==> src/rtl/spo2_pkg.sv <==
// Shared constants, FSM state type and helpers for the SpO2 ratio datapath.
package spo2_pkg;

    localparam int unsigned DATA_W   = 8;
    localparam int unsigned FRAC_DEF = 8;
    localparam int unsigned QW_DEF   = 12;
    localparam int unsigned NUM_W    = 24;  // (RED_AC*IR_DC) << FRAC
    localparam int unsigned DEN_W    = 16;  // IR_AC*RED_DC

    typedef enum logic [1:0] {
        IDLE,
        MULT,
        DIV,
        DONE
    } state_e;

    // (hi + lo) >> 1 computed in 9 bits so the carry is kept.
    function automatic logic [DATA_W-1:0] mid_point(input logic [DATA_W-1:0] hi,
                                                    input logic [DATA_W-1:0] lo);
        logic [DATA_W:0] sum;
        sum = {1'b0, hi} + {1'b0, lo};
        return sum[DATA_W:1];
    endfunction

endpackage

==> src/rtl/seq_divider.sv <==
// Restoring divider, one quotient bit per cycle, MSB first.
// The caller guarantees dividend >> QW < divisor, so the quotient fits in QW bits.
module seq_divider #(
    parameter int unsigned NW = 24,
    parameter int unsigned DW = 16,
    parameter int unsigned QW = 12
) (
    input  logic          clk,
    input  logic          rst_n,
    input  logic          start,
    input  logic [NW-1:0] dividend,
    input  logic [DW-1:0] divisor,
    output logic          busy,
    output logic          done,
    output logic [QW-1:0] quotient
);

    localparam int unsigned CW = $clog2(QW + 1);
    localparam logic [CW-1:0] LAST_STEP = CW'(QW - 1);

    logic          busy_q;
    logic [CW-1:0] cnt_q;
    logic [DW-1:0] rem_q;
    logic [QW-1:0] low_q;
    logic [QW-1:0] quo_q;
    logic [DW-1:0] dvs_q;

    logic [DW:0]   trial;
    logic [DW:0]   diff;
    logic          ge;
    logic [DW-1:0] rem_n;

    // One restoring step: shift in the next dividend bit and try to subtract.
    always_comb begin
        trial = {rem_q, low_q[QW-1]};
        diff  = trial - {1'b0, dvs_q};
        ge    = (trial >= {1'b0, dvs_q});
        rem_n = ge ? diff[DW-1:0] : trial[DW-1:0];
    end

    // Quotient includes the bit being resolved this cycle; valid while done is high.
    assign quotient = {quo_q[QW-2:0], ge};
    assign done     = busy_q && (cnt_q == LAST_STEP);
    assign busy     = busy_q;

    // Iteration state.
    always_ff @(posedge clk or negedge rst_n) begin
        if (!rst_n) begin
            busy_q <= 1'b0;
            cnt_q  <= '0;
            rem_q  <= '0;
            low_q  <= '0;
            quo_q  <= '0;
            dvs_q  <= '0;
        end else if (start) begin
            busy_q <= 1'b1;
            cnt_q  <= '0;
            rem_q  <= DW'(dividend[NW-1:QW]);
            low_q  <= dividend[QW-1:0];
            quo_q  <= '0;
            dvs_q  <= divisor;
        end else if (busy_q) begin
            rem_q <= rem_n;
            low_q <= {low_q[QW-2:0], 1'b0};
            quo_q <= quotient;
            cnt_q <= cnt_q + 1'b1;
            if (done) begin
                busy_q <= 1'b0;
            end
        end
    end

endmodule

==> src/rtl/spo2_ratio_calc.sv <==
// Windowed min/max tracking of IR/RED samples and the SpO2 ratio
// R = (RED_AC*IR_DC)/(IR_AC*RED_DC) in unsigned Q4.FRAC.
module spo2_ratio_calc
    import spo2_pkg::*;
#(
    parameter int unsigned WINDOW = 256,
    parameter int unsigned FRAC   = FRAC_DEF,
    parameter int unsigned QW     = QW_DEF
) (
    input  logic          CLK,
    input  logic          rst_n,
    input  logic          Sample_Valid,
    input  logic [7:0]    IR_ADC_Value,
    input  logic [7:0]    RED_ADC_Value,
    output logic [7:0]    IR_AC,
    output logic [7:0]    IR_DC,
    output logic [7:0]    RED_AC,
    output logic [7:0]    RED_DC,
    output logic [QW-1:0] Ratio,
    output logic          Ratio_Valid,
    output logic          Ratio_Err,
    output logic          Ratio_Sat,
    output logic          Overrun
);

    localparam logic [15:0] LAST_CNT = 16'(WINDOW - 1);
    localparam int unsigned SW       = DEN_W + QW;

    // Window tracking
    logic [15:0] cnt_q;
    logic [7:0]  ir_max_q, ir_min_q, red_max_q, red_min_q;
    logic [7:0]  ir_max_n, ir_min_n, red_max_n, red_min_n;
    logic [7:0]  ir_ac_q, ir_dc_q, red_ac_q, red_dc_q;
    logic        first, last, close, close_q, overrun_q;

    // Ratio datapath
    state_e             state_q, state_d;
    logic [NUM_W-1:0]   num_q, num_calc;
    logic [DEN_W-1:0]   den_q, den_calc;
    logic [QW-1:0]      ratio_q, ratio_d;
    logic               err_q, err_d, sat_q, sat_d;
    logic               div_start, div_busy, div_done;
    logic [QW-1:0]      div_quo;

    // Running max/min including the sample on the inputs; the first sample reloads.
    always_comb begin
        first     = (cnt_q == '0);
        last      = (cnt_q == LAST_CNT);
        close     = Sample_Valid && last;
        ir_max_n  = (first || IR_ADC_Value > ir_max_q) ? IR_ADC_Value : ir_max_q;
        ir_min_n  = (first || IR_ADC_Value < ir_min_q) ? IR_ADC_Value : ir_min_q;
        red_max_n = (first || RED_ADC_Value > red_max_q) ? RED_ADC_Value : red_max_q;
        red_min_n = (first || RED_ADC_Value < red_min_q) ? RED_ADC_Value : red_min_q;
    end

    // Tracker registers and AC/DC snapshot on the window-closing sample.
    always_ff @(posedge CLK or negedge rst_n) begin
        if (!rst_n) begin
            cnt_q     <= '0;
            ir_max_q  <= '0;
            ir_min_q  <= '0;
            red_max_q <= '0;
            red_min_q <= '0;
            ir_ac_q   <= '0;
            ir_dc_q   <= '0;
            red_ac_q  <= '0;
            red_dc_q  <= '0;
        end else if (Sample_Valid) begin
            ir_max_q  <= ir_max_n;
            ir_min_q  <= ir_min_n;
            red_max_q <= red_max_n;
            red_min_q <= red_min_n;
            cnt_q     <= last ? '0 : cnt_q + 16'd1;
            if (last) begin
                ir_ac_q  <= ir_max_n - ir_min_n;
                ir_dc_q  <= mid_point(ir_max_n, ir_min_n);
                red_ac_q <= red_max_n - red_min_n;
                red_dc_q <= mid_point(red_max_n, red_min_n);
            end
        end
    end

    // A close pending while the FSM is idle starts a ratio; otherwise it is an overrun.
    always_ff @(posedge CLK or negedge rst_n) begin
        if (!rst_n) begin
            close_q   <= 1'b0;
            overrun_q <= 1'b0;
        end else begin
            close_q <= close && (state_q == IDLE);
            if (close && (state_q != IDLE)) begin
                overrun_q <= 1'b1;
            end
        end
    end

    assign num_calc = NUM_W'({8'd0, red_ac_q} * {8'd0, ir_dc_q}) << FRAC;
    assign den_calc = {8'd0, ir_ac_q} * {8'd0, red_dc_q};

    // Next state and result capture.
    always_comb begin
        state_d   = state_q;
        ratio_d   = ratio_q;
        err_d     = err_q;
        sat_d     = sat_q;
        div_start = 1'b0;
        unique case (state_q)
            IDLE: begin
                if (close_q) begin
                    state_d = MULT;
                end
            end
            MULT: begin
                if (den_q == '0) begin
                    ratio_d = '0;
                    err_d   = 1'b1;
                    sat_d   = 1'b0;
                    state_d = DONE;
                end else if (SW'(num_q) >= (SW'(den_q) << QW)) begin
                    ratio_d = '1;
                    err_d   = 1'b0;
                    sat_d   = 1'b1;
                    state_d = DONE;
                end else if (!div_busy) begin
                    div_start = 1'b1;
                    state_d   = DIV;
                end
            end
            DIV: begin
                if (div_done) begin
                    ratio_d = div_quo;
                    err_d   = 1'b0;
                    sat_d   = 1'b0;
                    state_d = DONE;
                end
            end
            DONE: begin
                state_d = IDLE;
            end
            default: begin
                state_d = IDLE;
            end
        endcase
    end

    // FSM state, operands and held result.
    always_ff @(posedge CLK or negedge rst_n) begin
        if (!rst_n) begin
            state_q <= IDLE;
            num_q   <= '0;
            den_q   <= '0;
            ratio_q <= '0;
            err_q   <= 1'b0;
            sat_q   <= 1'b0;
        end else begin
            state_q <= state_d;
            ratio_q <= ratio_d;
            err_q   <= err_d;
            sat_q   <= sat_d;
            if (state_q == IDLE && close_q) begin
                num_q <= num_calc;
                den_q <= den_calc;
            end
        end
    end

    seq_divider #(
        .NW (NUM_W),
        .DW (DEN_W),
        .QW (QW)
    ) u_div (
        .clk      (CLK),
        .rst_n    (rst_n),
        .start    (div_start),
        .dividend (num_q),
        .divisor  (den_q),
        .busy     (div_busy),
        .done     (div_done),
        .quotient (div_quo)
    );

    assign IR_AC       = ir_ac_q;
    assign IR_DC       = ir_dc_q;
    assign RED_AC      = red_ac_q;
    assign RED_DC      = red_dc_q;
    assign Ratio       = ratio_q;
    assign Ratio_Err   = err_q;
    assign Ratio_Sat   = sat_q;
    assign Overrun     = overrun_q;
    assign Ratio_Valid = (state_q == DONE);

endmodule

==> config.mk <==
export PLATFORM = sky130hd
export DESIGN_NAME = spo2_ratio_calc
export DESIGN_NICKNAME = d
export VERILOG_FILES = /design/src/rtl/spo2_pkg.sv /design/src/rtl/seq_divider.sv /design/src/rtl/spo2_ratio_calc.sv
export SDC_FILE = /design/constraint.sdc
export NUM_CORES = 1
export LEC_CHECK = 0
export BUFFER_PORTS_ARGS = -buffer_cell sky130_fd_sc_hd__buf_2
export CORE_ASPECT_RATIO = 1.5
export CORE_MARGIN = 2
export CORE_UTILIZATION = 38
export CTS_CLUSTER_DIAMETER = 150
export DETAILED_ROUTE_END_ITERATION = 6
export SLEW_MARGIN = 15
export SYNTH_ARGS = -nofsm -noshare
export SYNTH_HDL_FRONTEND = slang
export SYNTH_SLANG_ARGS = --single-unit
==> constraint.sdc <==
create_clock -name CLK -period 4.4 [get_ports CLK]
set_clock_uncertainty 0.1 [all_clocks]
set_input_delay 1.32 -clock CLK [delete_from_list [all_inputs] [get_ports CLK]]
set_output_delay 1.32 -clock CLK [all_outputs]
set_load 0.005 [all_outputs]
==> impl_metrics.csv <==
group,metric,value,unit
drt,drt-pass1-iter-count,4,
layout,drive_gt1_share,25.5,%
min_path,hold_path_class,"reg2reg",
setup_path,critical_path_buf_inv_count,3,
drt,vias,11900,
outcome,status,"complete, but fails checks",
outcome,failed_checks,"setup timing",
clocking,cts_tree,"done",
run,maxCapViolCount,0,
drt,drtAntennaViolNets,0,
drt,drc,0,
layout,synthToLayoutAreaGrowth,22.3,%
sta,fin_crit_sh,103,%
clocking,numCtsBuffers,17,
power,finalPower,7.82,mW
setup_path,worstPathCellList,"buf_4 > and2_1 > fa_2 > ha_1 > inv_1 > fa_1 > fa_1 > inv_2 > ha_4 > o21a_1 > o31a_1 > o41a_1 > o41ai_2 > o21ai_1 > xnor2_1 > o21ai_1",
global_routing,track_usage,18.6,%
synthesis,yosysWarnings,0,
layout,layout_common_cells,"buf_4, inv_1, dfrtp_1, ha_1, nand2_1",
synthesis,synth_cell_types,62,
layout,antennaDiodeCount,0,
synthesis,synthTopCellsByArea,"dfrtp_1, ha_1, fa_1",
synthesis,synth_top_cell_area_share,30.2,%
setup_path,cpPeakStageDelay,510,ps
floorplanning,start_util,38.5,%
sta,fmax,221,MHz
clocking,cts_hold_buf,0,
floorplanning,die_area,41300,sq um
clocking,cts_sinks,182,
drt,routed_wl,37.7,mm
setup_path,cp_slowest_cell,"fa_1",
floorplanning,fp.coreArea,39200,sq um
sta,timing.final.ws_setup,-135,ps
layout,multi_input_area,9940,sq um
global_routing,antenna_found_initial,0,
placement,gp_congestion,0.883,
setup_path,critical_path_class,"reg2reg",
power,irDropWorstVdd,0.383,mV
drt,routedWlPerCell,15.9,microns
synthesis,synth-seq-cells,182,
sta,tns,-239,ps
drt,routed_via_density,5.03,
floorplanning,dieHeight,248,microns
power,cellPowerDensity,424,nW/um^2
synthesis,synth_top_area_cell,"dfrtp_1",
floorplanning,io_pins,67,
sta,tightest_slew,1120,ps
sta,rsz0062_at_grt,"yes",
placement,dpl_cell_area,17100,sq um
synthesis,syn_nets,1878,
global_routing,grt_max_degree,100,
floorplanning,die_x,167,microns
layout,finish.utilization,47.1,%
sta,hold_viol,0,
setup_path,arrival,4770,ps
global_routing,grt_pass1_vias,12600,
synthesis,async_reset_ff_share,100,%
global_routing,grt_pass1_wl,61.9,mm
synthesis,synthCells,1614,
layout,final_common_cell,"buf_4",
setup_path,crit_path_end_kind,"register",
clocking,clock_latency,460,ps
floorplanning,rows,89,
sta,min_period,4530,ps
clocking,clkTransAtPathRegs,70,ps
layout,fillers,3780,
clocking,htreeDepth,4,
layout,fin_area,18400,sq um
setup_path,cp_top_family,"adder cells",
clocking,clockBufferDepth,2,
placement,dp_hpwl,29.5,mm
power,power_leakage,9.51,nW
clocking,cts.root.buffer_cell,"clkbuf_16",
layout,regArea,4570,sq um
layout,fin_nets,2118,
sta,drv_slew,0,
setup_path,cp-start-kind,"register",
setup_path,cp_max_fo,5,
sta,setup_viol,2,
placement,port_buffers,66,
setup_path,cp.required,4640,ps
synthesis,synth_area,15100,sq um
global_routing,grt-ovfl-total,0,
synthesis,ys_seq_area_share,30.2,%
synthesis,synth_edf_count,0,
synthesis,ys.flop_type,"dfrtp_1",
sta,slew_headroom,24.9,%
drt,drt_iter0_drc,366,
synthesis,synth_area_per_cell,9.34,sq um
[cell families after synthesis]
kind of cell / Yosys count / share of synthesized area [%]
AND/OR/NAND/NOR: 434 / 14.4
flip-flops: 182 / 30.2
AO/OA/AOI/OAI: 346 / 14.1
buffers and inverters: 246 / 6.51
multiplexers: 97 / 6.96
XOR/XNOR: 64 / 3.72
adder cells (fa/ha/maj): 245 / 24.2
[flip-flops by register name, summed over array words and instances (netlist names), 8 cells and up]
name,flops
ir_max_q,8
IR_DC,8
u_div.dvs_q,16
red_max_q,8
u_div.quo_q,11
ir_min_q,8
red_min_q,8
u_div.rem_q,16
RED_DC,8
IR_AC,8
Ratio,12
cnt_q,16
num_q,16
den_q,16
RED_AC,8
[worst min-delay path, cell delays in order, from the launching register on]
cell     delay, ps
dfrtp_1        340
nand2_1         50
o21ai_0         60
[stage by stage]
step / worst slack, ps / cells / hold slack [ps]
3_5_place_dp: -389 / 2294 / 371
5_1_grt: -334 / 2367 / 426
3_3_place_gp: -379 / 2294 / 364
4_1_cts: -141 / 2357 / 388
2_1_floorplan: -72.4 / 1614 / 346
6_report: -135 / 2367 / 387
[path summary, 6_finish.rpt]
check                      startpoint        end  slack [ps]  depth (start not counted)
setup reg to reg            RED_DC[4]  den_q[15]        -130                         16
max in group asynchronous       rst_n  RED_DC[3]        2460                          2
setup / recovery            RED_DC[4]  den_q[15]        -130                         16
min in group asynchronous       rst_n   den_q[6]         840                          1
hold / removal              num_q[12]  num_q[12]         390                          2
hold reg to reg             num_q[12]  num_q[12]         390                          2
[final cells by class]
type	count	area share, %
clock inverter	15	0.957
clock buffer	17	2.31
multi-input combinational	1186	53.9
tap	500	3.39
sequential	182	24.8
timing repair buffer	274	10.7
inverter	193	3.93
[synth_stat cells (all sizes together) (14+ instances only)]
| library cell | number |
|---|---|
| buf | 18 |
| and2 | 105 |
| o21ai | 147 |
| mux2 | 63 |
| clkbuf | 35 |
| o21a | 17 |
| a21oi | 66 |
| inv | 193 |
| dfrtp | 182 |
| nor2b | 14 |
| xnor2 | 41 |
| a21o | 37 |
| mux2i | 34 |
| nand2 | 153 |
| ha | 168 |
| fa | 77 |
| o21bai | 14 |
| nor2 | 58 |
| nand3 | 35 |
| xor2 | 23 |
[what timing repair did]
| item | 4_1_cts | 5_1_grt |
|---|---|---|
| setup buffers | 31 | 13 |
| resized for setup | 62 | 51 |
| endpoints found under the setup margin | 11 | 20 |
| endpoints found under the hold margin | 0 | 0 |
| pin swaps | 60 | 30 |
[metal layers]
metal / part of all wire, % / vias up / track usage [%]
met5: 0 / - / 0
met4: 4.1 / 0 / 8.47
met3: 2.2 / 75 / 2.63
met2: 56 / 138 / 37.6
met1: 38 / 5762 / 18.5
li1: - / 5930 / -
[report_power, final]
| part | leakage [nW] | switching, mW | internal [mW] |
|---|---|---|---|
| sequential | 2.44 | 0.125 | 1.84 |
| clock | 0.293 | 0.797 | 0.772 |
| combinational | 6.77 | 2.09 | 2.19 |
(Power assumes the default switching activity.)
